$ cat config.mk
export PLATFORM = sky130hd
export DESIGN_NAME = mem_sweep_bist
export DESIGN_NICKNAME = d
export VERILOG_FILES = /design/src/rtl/mem_sweep_bist.sv
export SDC_FILE = /design/constraint.sdc
export NUM_CORES = 1
export LEC_CHECK = 0
export ABC_CLOCK_PERIOD_IN_PS = 3200
export CAP_MARGIN = 0
export CORE_ASPECT_RATIO = 0.7
export CORE_MARGIN = 2
export CORE_UTILIZATION = 52
export DETAILED_ROUTE_END_ITERATION = 6
export PLACE_DENSITY = 0.81
export SYNTH_ARGS = -nofsm -noshare
export SYNTH_HDL_FRONTEND = slang
export SYNTH_SLANG_ARGS = --single-unit
$ cat constraint.sdc
create_clock -name clka -period 3.2 [get_ports clka]
set_input_delay 0.64 -clock clka [delete_from_list [all_inputs] [get_ports clka]]
set_output_delay 0.64 -clock clka [all_outputs]
set_load 0.01 [all_outputs]
$ cat src/rtl/mem_sweep_bist.sv
// mem_sweep_bist: address-sweep memory BIST with write, verify and checksum modes
// Ports: clka/rsta clock and sync reset; start/mode/addr_lo/addr_hi/key sweep request;
// ena/wea/addra/dina/douta memory port; busy/done/pass/err_count/first_err_addr/checksum status.
module mem_sweep_bist #(
  parameter int ADDR_W = 16,
  parameter int DATA_W = 8,
  parameter int RD_LAT = 1,
  parameter int ERR_W  = 16
) (
  input  logic              clka,
  input  logic              rsta,
  input  logic              start,
  input  logic [1:0]        mode,
  input  logic [ADDR_W-1:0] addr_lo,
  input  logic [ADDR_W-1:0] addr_hi,
  input  logic [DATA_W-1:0] key,
  output logic              ena,
  output logic              wea,
  output logic [ADDR_W-1:0] addra,
  output logic [DATA_W-1:0] dina,
  input  logic [DATA_W-1:0] douta,
  output logic              busy,
  output logic              done,
  output logic              pass,
  output logic [ERR_W-1:0]  err_count,
  output logic [ADDR_W-1:0] first_err_addr,
  output logic [DATA_W-1:0] checksum
);
  localparam logic [2:0] IDLE = 3'd0, WRITE = 3'd1, READ = 3'd2, DRAIN = 3'd3, DONE = 3'd4;
  logic [2:0]        state_q, state_d, drain_q, drain_d;
  logic [1:0]        mode_q;
  logic [ADDR_W-1:0] lo_q, hi_q, addr_q, addr_d, first_q, first_d;
  logic [DATA_W-1:0] key_q, cks_q, cks_d;
  logic [ERR_W-1:0]  err_q, err_d;
  logic              pass_q, at_hi, consume, miss;
  logic [RD_LAT-1:0] vld_q;
  logic [ADDR_W-1:0] pa_q [RD_LAT];

  function automatic logic [DATA_W-1:0] pat(input logic [ADDR_W-1:0] a, input logic [DATA_W-1:0] k);
    return DATA_W'(a) ^ k;
  endfunction

  assign at_hi   = addr_q == hi_q;
  assign consume = vld_q[RD_LAT-1];
  assign miss    = consume && mode_q == 2'b10 && douta != pat(pa_q[RD_LAT-1], key_q);

  // Reset gates the strobes combinationally so no access escapes while rsta is high.
  assign ena            = (state_q == WRITE || state_q == READ) && !rsta;
  assign wea            = state_q == WRITE && !rsta;
  assign addra          = addr_q;
  assign dina           = wea ? pat(addr_q, key_q) : '0;
  assign busy           = state_q != IDLE;
  assign done           = state_q == DONE;
  assign pass           = pass_q;
  assign err_count      = err_q;
  assign first_err_addr = first_q;
  assign checksum       = cks_q;

  always_comb begin
    state_d = state_q;
    addr_d  = addr_q;
    drain_d = drain_q;
    err_d   = (miss && err_q != '1) ? err_q + 1'b1 : err_q;
    first_d = (miss && err_q == '0) ? pa_q[RD_LAT-1] : first_q;
    cks_d   = (consume && mode_q != 2'b10) ? cks_q ^ douta : cks_q;
    case (state_q)
      IDLE: if (start) begin
        state_d = (addr_lo > addr_hi) ? DONE : (mode == 2'b01 || mode == 2'b10) ? WRITE : READ;
        addr_d  = addr_lo;
      end
      WRITE: if (at_hi) begin
        state_d = (mode_q == 2'b01) ? DONE : READ;
        addr_d  = lo_q;
      end else addr_d = addr_q + 1'b1;
      READ: if (at_hi) begin
        state_d = DRAIN;
        drain_d = 3'(RD_LAT - 1);
      end else addr_d = addr_q + 1'b1;
      DRAIN: begin
        state_d = (drain_q == '0) ? DONE : DRAIN;
        drain_d = (drain_q == '0) ? drain_q : drain_q - 1'b1;
      end
      default: state_d = IDLE;
    endcase
  end

  always_ff @(posedge clka) begin
    if (rsta) begin
      state_q <= IDLE;
      addr_q  <= '0;
      drain_q <= '0;
      mode_q  <= '0;
      lo_q    <= '0;
      hi_q    <= '0;
      key_q   <= '0;
      err_q   <= '0;
      first_q <= '0;
      cks_q   <= '0;
      pass_q  <= 1'b0;
    end else begin
      state_q <= state_d;
      addr_q  <= addr_d;
      drain_q <= drain_d;
      if (state_q == IDLE && start) begin
        mode_q  <= mode;
        lo_q    <= addr_lo;
        hi_q    <= addr_hi;
        key_q   <= key;
        err_q   <= '0;
        first_q <= '0;
        cks_q   <= '0;
        pass_q  <= addr_lo > addr_hi;
      end else begin
        err_q   <= err_d;
        first_q <= first_d;
        cks_q   <= cks_d;
        if (state_d == DONE && state_q != DONE) pass_q <= err_d == '0;
      end
    end
  end

  // Reads in flight: an entry leaving the last stage lines up with its douta.
  always_ff @(posedge clka) begin
    vld_q[0] <= !rsta && ena && !wea;
    pa_q[0]  <= addr_q;
    for (int i = 1; i < RD_LAT; i++) begin
      vld_q[i] <= !rsta && vld_q[i-1];
      pa_q[i]  <= pa_q[i-1];
    end
  end
endmodule

# Word-level counts from Yosys, hierarchy flattened
# Memories as Yosys holds them, arrays and structs flattened.
# Cells that the tools add are included.
# Widths: inputs -> output; s select.
word_totals:
  regBits: 106
  ram_bits: 16
  inputBits: 53
  out_inout_bits: 69
  word_cells: 83
  mem_count: 1
memory_table:
  columns: ["name", "depth", "width", "rd", "rd_ports_with_merged_regs", "wr", "line", "rtl"]
  rows:
  - ["pa_q", 1, 16, 1, 0, 1, "37", "logic [ADDR_W-1:0] pa_q [RD_LAT];"]
op_classes:
  add_sub_neg: 3
  magnitude_cmp: 1
  eq_ne: 18
  mux: 19
  bitwise_logic: 3
  n_reduce_logical: 26
op_table:
  columns: ["operator", "n"]
  rows:
  - ["$mux 16", 4]
  - ["$pmux 16 s3", 1]
  - ["$add 16x1->16 const B", 2]
  - ["$logic_not 16->1", 2]
  - ["$mux 3", 8]
  - ["$xor 8x8->8", 3]
  - ["$eq 16x16->1", 1]
  - ["$gt 16x16->1", 1]
  - ["$ne 16x16->1 const B", 1]
  - ["$pmux 3 s4", 1]
  - ["$logic_and 1x1->1", 11]
  - ["$ne 2x2->1 const B", 5]
  - ["$mux 8", 1]
  - ["$ne 8x8->1", 1]
  - ["$eq 3x2->1 const B", 2]
  - ["$eq 3x3->1 const B", 2]
  - ["$logic_not 3->1", 2]
  - ["$pmux 3 s2", 1]
  - ["$reduce_and 3->1", 2]
  - ["$reduce_bool 3->1", 2]
  - ["$eq 2x1->1 const B", 2]
  - ["$eq 2x2->1 const B", 2]
  - ["$reduce_bool 2->1", 2]
  - ["$eq 3x1->1 const B", 1]
  - ["other kinds (7)", 10]

# Depth between registers and ports, before layout
# Gate-level depths: netlist of the first run.
logic_depth:
  depth_word: 10
  ltp_mapped: 11
  depth_no_buf: 10

# Least setup slack after synthesis of the first run
# OpenSTA, ideal clock, no wires.
synth_timing:
  kind: "reg-to-reg"
  start: "register err_q[0] (netlist: err_count[0])"
  end: "register pass_q (netlist: pass)"
  setup_time_ps: 59
  t_arrival_ps: 2467
  required_ps: 3141
  path_slack_ps: 675
  path_stages_with_launch: 11
  n_path_buf: 1
  path_cell_list: "dfxtp_1 -> ha_1 -> and3_4 -> buf_6 -> and4_4 -> a21o_1 -> nor2_1 -> nand3_1 -> or3_1 -> a22oi_1 -> a31o_1"
synth_via:
  elab_chain_cells: 6
  word_cells_on_any_way: 7
  classes_between: "1 x add/sub; 1 x eq/ne; 3 x mux; 2 x reduce/logical"
synth_lines:
  columns: ["item", "line", "rtl"]
  rows:
  - ["from (decl)", "34", "logic [ERR_W-1:0] err_q, err_d;"]
  - ["from (signal assigned)", "114", "err_q <= err_d;"]
  - ["parallel branches: the longest is 2 deep, another holds $add 16x1->16", null, null]
  - ["$mux 16 *", "63", "err_d = (miss && err_q != '1) ? err_q + 1'b1 : err_q;"]
  - ["$logic_not 16->1 *", "117", "if (state_d == DONE && state_q != DONE) pass_q <= err_d == '0;"]
  - ["$mux 1 *", "117", null]
  - ["$mux 1 *", "104", "if (state_q == IDLE && start) begin"]
  - ["to (signal assigned)", "112", "pass_q <= addr_lo > addr_hi;"]
  - ["to (decl)", "35", "logic pass_q, at_hi, consume, miss;"]
# Mark *: on every way between the ends. The select of a mux whose other input is x is not followed.
# A chain may end at the register's enable or synchronous reset.

# Worst setup path in the final report of the first run
layout_timing:
  start: "register state_q[1]"
  end: "output dina[1]"
layout_via:
  elab_chain_cells: 3
layout_lines:
  columns: ["item", "line", "rtl"]
  rows:
  - ["from (decl)", "30", "logic [2:0] state_q, state_d, drain_q, drain_d;"]
  - ["from (signal assigned)", "101", "state_q <= state_d;"]
  - ["$eq 3x1->1", "49", "assign wea = state_q == WRITE && !rsta;"]
  - ["$logic_and 1x1->1", "49", null]
  - ["$mux 8", "51", "assign dina = wea ? pat(addr_q, key_q) : '0;"]
  - ["to (decl)", "20", "output logic [DATA_W-1:0] dina,"]
# No other way between the ends.

==> impl_results.md, run 1 <==
* Status: finished, final reports clean
* Vias in the first global route at 5480
* Multi-input logic area at 3289 µm²
* Unrepaired setup endpoints after global routing: false
* Sequential cell area at 2442 µm²
* Area delta synth->final at 32.03%
* Max layer used: met4
* Total gr overflow at 0
* Worst setup SP type: flip-flop
* DIE HEIGHT at 94.20 µm
* Adder-Cell Fraction of Synth Area at 0.04348
* Syn Area/Cell at 8.245 µm²
* Crit path kind: reg -> out
* Multiplexer area fraction after synthesis at 0.02981
* Fill cell count at 829
* CP cell instances: nand2b_1 -> or3_1 -> nor2_1 -> clkdlybuf4s50_1
* Yosys top cell by area: dfxtp_1
* Worst slew pin tran at 0.7366 ns
* Final #Nets at 919
* Number of post-CTS setup repair buffers at 0
* Final Hold Fails at 0
* Largest net degree at the start of global routing at 69
* # diodes at 0
* TritonCTS clock tree: yes
* Final setup TNS at 0 ns
* Clock slew at reported path FFs at 0.06 ns
* GRT Resource Usage Total at 0.2817
* CP top delay family: simple AND/OR/NAND/NOR gates
* Drt pass-1 iters at 5
* Layout Cells excl Fill at 1009
* Drt drc at 0
* Final Skew at 0.009600 ns
* WL met1 at 7336 µm
* Clock sinks at 122
* Sequential share of the synthesized area at 0.4041
* CP arrival at 2.40 ns
* CORE AREA at 11170 µm²
* Xor/xnor cell area share of the yosys netlist at 0.1006
* Post-CTS sizing at 0
* Routability cong. at 0.9100
* CTS H-tree depth at 4
* Main combinational cell family by area after synthesis: simple AND/OR/NAND/NOR gates
* CTS Hold Buffers Added at 0
* Post-synth top area share at 0.4041
* Post-Syn Area at 6043 µm²
* Placed wire-length estimate at 12030 µm
* Clk buf depth at 2
* Peak Freq at 329.3 MHz
* Slowest cell on the critical path: clkdlybuf4s50_1
* First-pass GRT wire length at 27700 µm
* Placed Cells at 979
* Maxcap violations at 0
* Post-Syn Nets at 807
* Total power at 4.468 mW
* Crit-path max cell delay at 0.57 ns
* Met3 WL at 1803 µm
* Worst endpoint required time at 2.56 ns
* Synthesized netlist cell count at 733
* Die area at 12510 µm²
* Most frequent cells in the layout: dfxtp_1 (122), clkdlybuf4s50_1 (120), nand2_1 (117)
* Crit. End Element: output port
* Starting DRT DRC Count at 577
* Port Buffer Count at 121
* Buf+Inv Stages, Crit Path at 1
* Complex-gate fraction of the synthesized area at 0.1503
* # IOs at 122
* Hold WS at 0.4555 ns
* ANT nets after route at 0
* WL met2 at 7545 µm
* Cells taking the most area after synthesis: dfxtp_1 (40%), nand2_1 (7.3%), xnor2_1 (5.8%), a21oi_1 (5.2%), nor2_1 (4.6%)
* Area fraction in and, or, nand and nor cells after synthesis at 0.2201
* Yosys warning count at 0
* Final Slew Violations at 0
* Root Driver: clkbuf_16
* VDD IR max at 0.0004067 V
* Worst hold path class: reg -> reg
* DIE WIDTH at 132.9 µm
* Critical-path maximum fanout at 11
* CTS buffer count at 17
* Worst-skew pair later-pin latency at 0.42 ns
* Share of cells above drive strength 1 at 0.06542
* Routed WL per cell at 16.82 µm
* Initial antenna violation count at 0
* Tmin final at 3.037 ns
* Max_slew headroom at 0.5089
* Yosys reg bits at 122
* Vias per cell at 5.662
* Site Rows at 32
* Via count at 5713
* Pleak at 3.115 nW
* Yosys cell types at 50
* WL final at 16970 µm
* Commonest non-fill, non-tap cell in the layout: dfxtp_1
* Initial Utilization at 0.5410
* # setup viols final at 0
* Power per Cell Area at 560.0 nW/µm²
* Period utilisation layout at 0.9491
## state kept, by name, summed over array words and instances (netlist names)
name	flops
consume	1
drain_q	3
pa_q	16
hi_q	16
pass	1
state_q	3
mode_q	2
first_err_addr	16
lo_q	16
addra	16
err_count	16
checksum	8
key_q	8
## cell usage after synthesis, drive strengths merged
cell type	instances
xor2	14
o22ai	1
nand3b	3
nor2	75
o211ai	3
clkbuf	39
inv	30
and3	8
xnor3	6
a32oi	1
ha	21
dfxtp	122
nor4	6
buf	8
and4	2
a31oi	5
a21oi	63
a2111o	1
nand3	14
o31ai	3
nand2	117
mux2i	18
nand2b	4
a22o	9
or3	8
o21a	3
o221a	1
nor2b	8
a21o	10
nor3	19
a222oi	3
a211oi	4
and2	3
or2	1
a31o	2
nand4	13
o21bai	4
nor3b	5
xnor2	40
a22oi	6
o21ai	30
## metrics by stage
step | area, µm² | setup slack (ns) | util
finish | 7979 | 0.1630 | 0.7143
detailed placement | 7385 | 0.1313 | 0.6611
floorplan | 6043 | 0.6747 | -
global placement | 7385 | 0.1843 | 0.6611
global route | 7979 | 0.08711 | 0.7143
CTS | 7979 | 0.2100 | 0.7143
## path summary, 6_finish.rpt
| path | depth (start not counted) | start | end | slack [ns] |
|---|---|---|---|---|
| worst max-delay path | 4 | state_q[1] | dina[1] | 0.16 |
| worst min-delay path | 2 | lo_q[7] | lo_q[7] | 0.46 |
| worst min register to register | 2 | lo_q[7] | lo_q[7] | 0.46 |
| worst max register to register | 10 | addra[1] | addra[2] | 0.54 |
## metal layers
layer / global-route usage / vias to the layer above
met3: 0.08306 / 30
met4: 0.09050 / 0
li1: - / 2722
met2: 0.4525 / 302
met5: 0 / -
met1: 0.3659 / 2659
## report_power, final
part           total [mW]  internal (mW)  switching, mW
Clock                1.93           1.27          0.659
Combinational       0.786          0.372          0.414
Sequential           1.75           1.63          0.119
## worst register-to-register path: stages (launching register included)
cell,delay (ns)
dfxtp_1,0.54
xnor2_1,0.22
nand4_1,0.15
nor4_2,0.25
buf_4,0.19
o21ai_0,0.08
nand2b_1,0.37
buf_4,0.30
nor3b_1,0.08
o21ai_0,0.22
a21oi_1,0.10
## final cells by class
class,count,share of cell area
well taps,153,0.02399
repair buffers,140,0.1690
clock buffers,23,0.05990
multi-input cells,534,0.4123
inverters,30,0.01411
flip-flops and latches,122,0.3061
clock inverters,7,0.01458
## logic make-up after synthesis
logic type | after synthesis
and+or+nand+nor | 286
muxes | 18
xor gates and xnor gates | 60
buffers and inverters | 77
DFF | 122
adders and majority gates | 21
AOI/OAI and AO/OA | 149
Power figures use the tool's default switching activity.
==> inputs of run 2 (changes only) <==
--- a/config.mk
+++ b/config.mk
@@ -11,6 +11,7 @@
 export CORE_MARGIN = 2
 export CORE_UTILIZATION = 52
 export DETAILED_ROUTE_END_ITERATION = 6
+export GPL_ROUTABILITY_DRIVEN = 0
 export PLACE_DENSITY = 0.81
 export SYNTH_ARGS = -nofsm -noshare
 export SYNTH_HDL_FRONTEND = slang
==> impl_results.md, run 2 (synthesis gave the netlist of run 1 again) <==
* DIE HEIGHT at 94.20 µm
* Final #Nets at 920
* Final Skew at 0.009814 ns
* First-pass GRT wire length at 27770 µm
* Share of cells above drive strength 1 at 0.07101
* Worst setup SP type: flip-flop
* Worst slew pin tran at 0.7560 ns
* Power per Cell Area at 569.9 nW/µm²
* Starting DRT DRC Count at 686
* Die area at 12510 µm²
* Worst-skew pair later-pin latency at 0.41 ns
* Vias per cell at 5.677
* VDD IR max at 0.0003940 V
* Peak Freq at 325.6 MHz
* Worst hold path class: reg -> reg
* Via count at 5745
* Fill cell count at 837
* Multi-input logic area at 3289 µm²
* Number of post-CTS setup repair buffers at 0
* Placed wire-length estimate at 12050 µm
* Largest net degree at the start of global routing at 69
* Root Driver: clkbuf_16
* Most frequent cells in the layout: dfxtp_1 (122), clkdlybuf4s50_1 (120), nand2_1 (117)
* CORE AREA at 11170 µm²
* ANT nets after route at 0
* CTS Hold Buffers Added at 0
* Status: finished, final reports clean
* Routed WL per cell at 17.05 µm
* Slowest cell on the critical path: clkdlybuf4s50_1
* CTS buffer count at 17
* Final Slew Violations at 0
* GRT Resource Usage Total at 0.2824
* # IOs at 122
* Unrepaired setup endpoints after global routing: false
* Initial Utilization at 0.5410
* R2R Setup Slk at 0.54 ns
* Post-CTS sizing at 0
* Crit-path max cell delay at 0.57 ns
* Clk buf depth at 2
* Final Hold Fails at 0
* Critical-path maximum fanout at 11
* Max_slew headroom at 0.4960
* Tmin final at 3.071 ns
* Vias in the first global route at 5574
* Crit. End Element: output port
* Period utilisation layout at 0.9597
* Fin util at 0.7176
* WL final at 17260 µm
* Clock slew at reported path FFs at 0.06 ns
* Initial antenna violation count at 0
* # diodes at 0
* Final setup TNS at 0 ns
* Crit path kind: reg -> out
* Site Rows at 32
* CTS H-tree depth at 4
* Worst endpoint required time at 2.56 ns
* DIE WIDTH at 132.9 µm
* Area delta synth->final at 32.65%
* Pleak at 3.124 nW
* Total gr overflow at 0
* CP arrival at 2.43 ns
* Drt drc at 0
* Clock sinks at 122
* CP cell instances: nand2b_1 -> or3_1 -> nor2_1 -> clkdlybuf4s50_1
* Drt pass-1 iters at 6
* Port Buffer Count at 121
* Commonest non-fill, non-tap cell in the layout: dfxtp_1
* # setup viols final at 0
* Sequential cell area at 2442 µm²
* TritonCTS clock tree: yes
* Maxcap violations at 0
==> run 2: cell types whose count changed in the layout (fill, tap and decap cells not counted) <==
cell and delta:
bufinv_16 +1, buf_4 +1, clkinvlp_4 +3, clkinv_4 +1, clkbuf_1 -2, inv_6 +2, clkbuf_8 -3
==> run 2: area by class of cell <==
| type | instances | area share |
|---|---|---|
| multi-input combinational | 534 | 0.4103 |
| sequential | 122 | 0.3047 |
| timing repair buffer | 141 | 0.1692 |
| clock buffer | 18 | 0.05354 |
| clock inverter | 14 | 0.02435 |
| tap | 153 | 0.02388 |
| inverter | 30 | 0.01405 |
==> run 2: stage by stage <==
step           hold slack, ns  area, µm²  power [mW]  cells  worst slack (ns)
2_1_floorplan          0.3903       6043       2.233    733            0.6747
3_3_place_gp           0.4372       7392       2.520    980            0.2156
3_5_place_dp           0.4483       7392       2.546    980            0.1126
4_1_cts                0.4562       8016       4.573   1012            0.1527
5_1_grt                0.4776       8016       4.742   1012           0.05815
6_report               0.4553       8016       4.568   1012            0.1289
==> run 2: layer usage <==
| layer | up-vias | part of all wire | track usage |
|---|---|---|---|
| met5 | - | 0 | 0 |
| met4 | 0 | 0.016 | 0.09946 |
| met3 | 31 | 0.11 | 0.08900 |
| met2 | 267 | 0.46 | 0.4659 |
| met1 | 2724 | 0.42 | 0.3507 |
| li1 | 2723 | - | - |
==> run 2: final timing paths <==
path,to,start,depth (start not counted)
setup / recovery,dina[1],state_q[1],4
hold / removal,lo_q[0],lo_q[0],2
setup reg to reg,addra[13],addra[1],9
hold reg to reg,lo_q[0],lo_q[0],2
==> run 2: report_power, final <==
part / switching (mW) / total (mW) / leakage, nW / internal, mW
Sequential: 0.115 / 1.74 / 0.996 / 1.63
Clock: 0.726 / 2.03 / 0.293 / 1.31
Combinational: 0.417 / 0.791 / 1.84 / 0.374
Total: 1.26 / 4.57 / 3.12 / 3.31
==> run 2: worst max-delay path, delay by kind of cell (launching register included) <==
family	cells	cell delay (ns)
buffers and inverters	1	0.57
and+or+nand+nor	3	1.04
DFF	1	0.42
==> inputs of run 3 (changes only) <==
--- a/config.mk
+++ b/config.mk
@@ -12,6 +12,7 @@
 export CORE_UTILIZATION = 52
 export DETAILED_ROUTE_END_ITERATION = 6
 export GPL_ROUTABILITY_DRIVEN = 0
+export MAX_ROUTING_LAYER = met4
 export PLACE_DENSITY = 0.81
 export SYNTH_ARGS = -nofsm -noshare
 export SYNTH_HDL_FRONTEND = slang
==> impl_results.md, run 3 (synthesis gave the netlist of run 1 again) <==
* Status: finished, final reports clean
* GRT Resource Usage Total at 0.2903
* Area delta synth->final at 32.65%
* Worst setup SP type: flip-flop
* Pleak at 3.124 nW
* Site Rows at 32
* Final Skew at 0.009440 ns
* Clock slew at reported path FFs at 0.06 ns
* Clk pwr share at 0.445
* Share of cells above drive strength 1 at 0.07101
* TritonCTS clock tree: yes
* Power per Cell Area at 569.9 nW/µm²
* # setup viols final at 0
* VDD IR max at 0.0003966 V
* Initial Utilization at 0.5410
* Sw Ratio at 0.2755
* CTS H-tree depth at 4
* PnR worst setup slack at 0.1351 ns
* Initial antenna violation count at 0
* Largest net degree at the start of global routing at 69
* Period utilisation layout at 0.9578
* Peak Freq at 326.3 MHz
* # diodes at 0
* Via count at 5759
* Crit path kind: reg -> out
* Final #Nets at 920
* Tmin final at 3.065 ns
* Fin util at 0.7176
* Final setup TNS at 0 ns
* Total power at 4.568 mW
* Total gr overflow at 0
* Most frequent cells in the layout: dfxtp_1 (122), clkdlybuf4s50_1 (120), nand2_1 (117)
* First-pass GRT wire length at 27770 µm
* CORE AREA at 11170 µm²
* # IOs at 122
* Max_slew headroom at 0.5020
* Post-CTS sizing at 0
* Part of the power in combinational logic at 0.173
* Die area at 12510 µm²
* DIE HEIGHT at 94.20 µm
* Vias in the first global route at 5566
* Unrepaired setup endpoints after global routing: false
* Routed WL per cell at 17.04 µm
* P_int at 3.310 mW
* Vias per cell at 5.691
* Worst slew pin tran at 0.7471 ns
* Fill cell count at 837
* Final Hold Fails at 0
* Final instance area at 8016 µm²
* Worst endpoint required time at 2.56 ns
* ANT nets after route at 0
* Worst hold path class: reg -> reg
* CTS buffer count at 17
* DIE WIDTH at 132.9 µm
* Clock sinks at 122
* Root Driver: clkbuf_16
* Maxcap violations at 0
* Pre-CTS WS at 0.1126 ns
* Placed Area at 7392 µm²
* CP arrival at 2.42 ns
* Final Slew Violations at 0
* Critical-path maximum fanout at 11
* Clk buf depth at 2
* Port Buffer Count at 121
* Worst-skew pair later-pin latency at 0.41 ns
* WL final at 17250 µm
* CTS Hold Buffers Added at 0
* Drt pass-1 iters at 5
* Drt drc at 0
* Placed wire-length estimate at 12050 µm
* Flop pwr share at 0.382
* Net switching power at 1.259 mW
* Commonest non-fill, non-tap cell in the layout: dfxtp_1
* Starting DRT DRC Count at 636
* Number of post-CTS setup repair buffers at 0
* Crit. End Element: output port
-- run 3: cell counts in the layout (fill, tap and decap cells not counted) --
Identical to the previous run, type by type.
-- run 3: through the flow --
stage,std cells,hold WS (ns)
2_1_floorplan,733,0.3903
3_3_place_gp,980,0.4372
3_5_place_dp,980,0.4483
4_1_cts,1012,0.4562
5_1_grt,1012,0.4776
6_report,1012,0.4532
-- run 3: layer usage --
| layer | up-vias | routed length (µm) | part of all wire | GRT usage |
|---|---|---|---|---|
| li1 | 2725 | - | - | - |
| met1 | 2717 | 7312 | 0.42 | 0.3561 |
| met2 | 287 | 7947 | 0.46 | 0.4633 |
| met3 | 30 | 1736 | 0.10 | 0.09061 |
| met4 | 0 | 249 | 0.014 | 0.08692 |
| met5 | - | 0 | 0 | - |
-- run 3: final cells by class --
cell class / instances / area (µm²) / area share
Clock buffer: 18 / 429.2 / 0.05354
Clock inverter: 14 / 195.2 / 0.02435
Inverter: 30 / 112.6 / 0.01405
Multi-Input combinational cell: 534 / 3289 / 0.4103
Sequential cell: 122 / 2442 / 0.3047
Tap cell: 153 / 191.4 / 0.02388
Timing Repair Buffer: 141 / 1356 / 0.1692
-- run 3: worst paths after layout --
path / endpoint / cells past startpoint / slack [ns] / start
worst max-delay path: dina[1] / 4 / 0.14 / state_q[1]
worst min register to register: lo_q[0] / 2 / 0.45 / lo_q[0]
worst min-delay path: lo_q[0] / 2 / 0.45 / lo_q[0]
worst max register to register: addra[10] / 9 / 0.49 / addra[1]
-- run 3: worst max-delay path, cell delays in order (launching register included) --
cell             delay (ns)
dfxtp_1                0.42
nand2b_1               0.26
or3_1                  0.53
nor2_1                 0.23
clkdlybuf4s50_1        0.57
-- run 3: power by group through the flow --
stage                     combinational (mW)  clock [mW]  sequential, mW
after detailed placement               0.774           0            1.77
after CTS                              0.784        2.05            1.74
after global placement                 0.754           0            1.77
final                                  0.792        2.03            1.74
after floorplan                        0.487           0            1.75
after global routing                   0.860        2.13            1.76
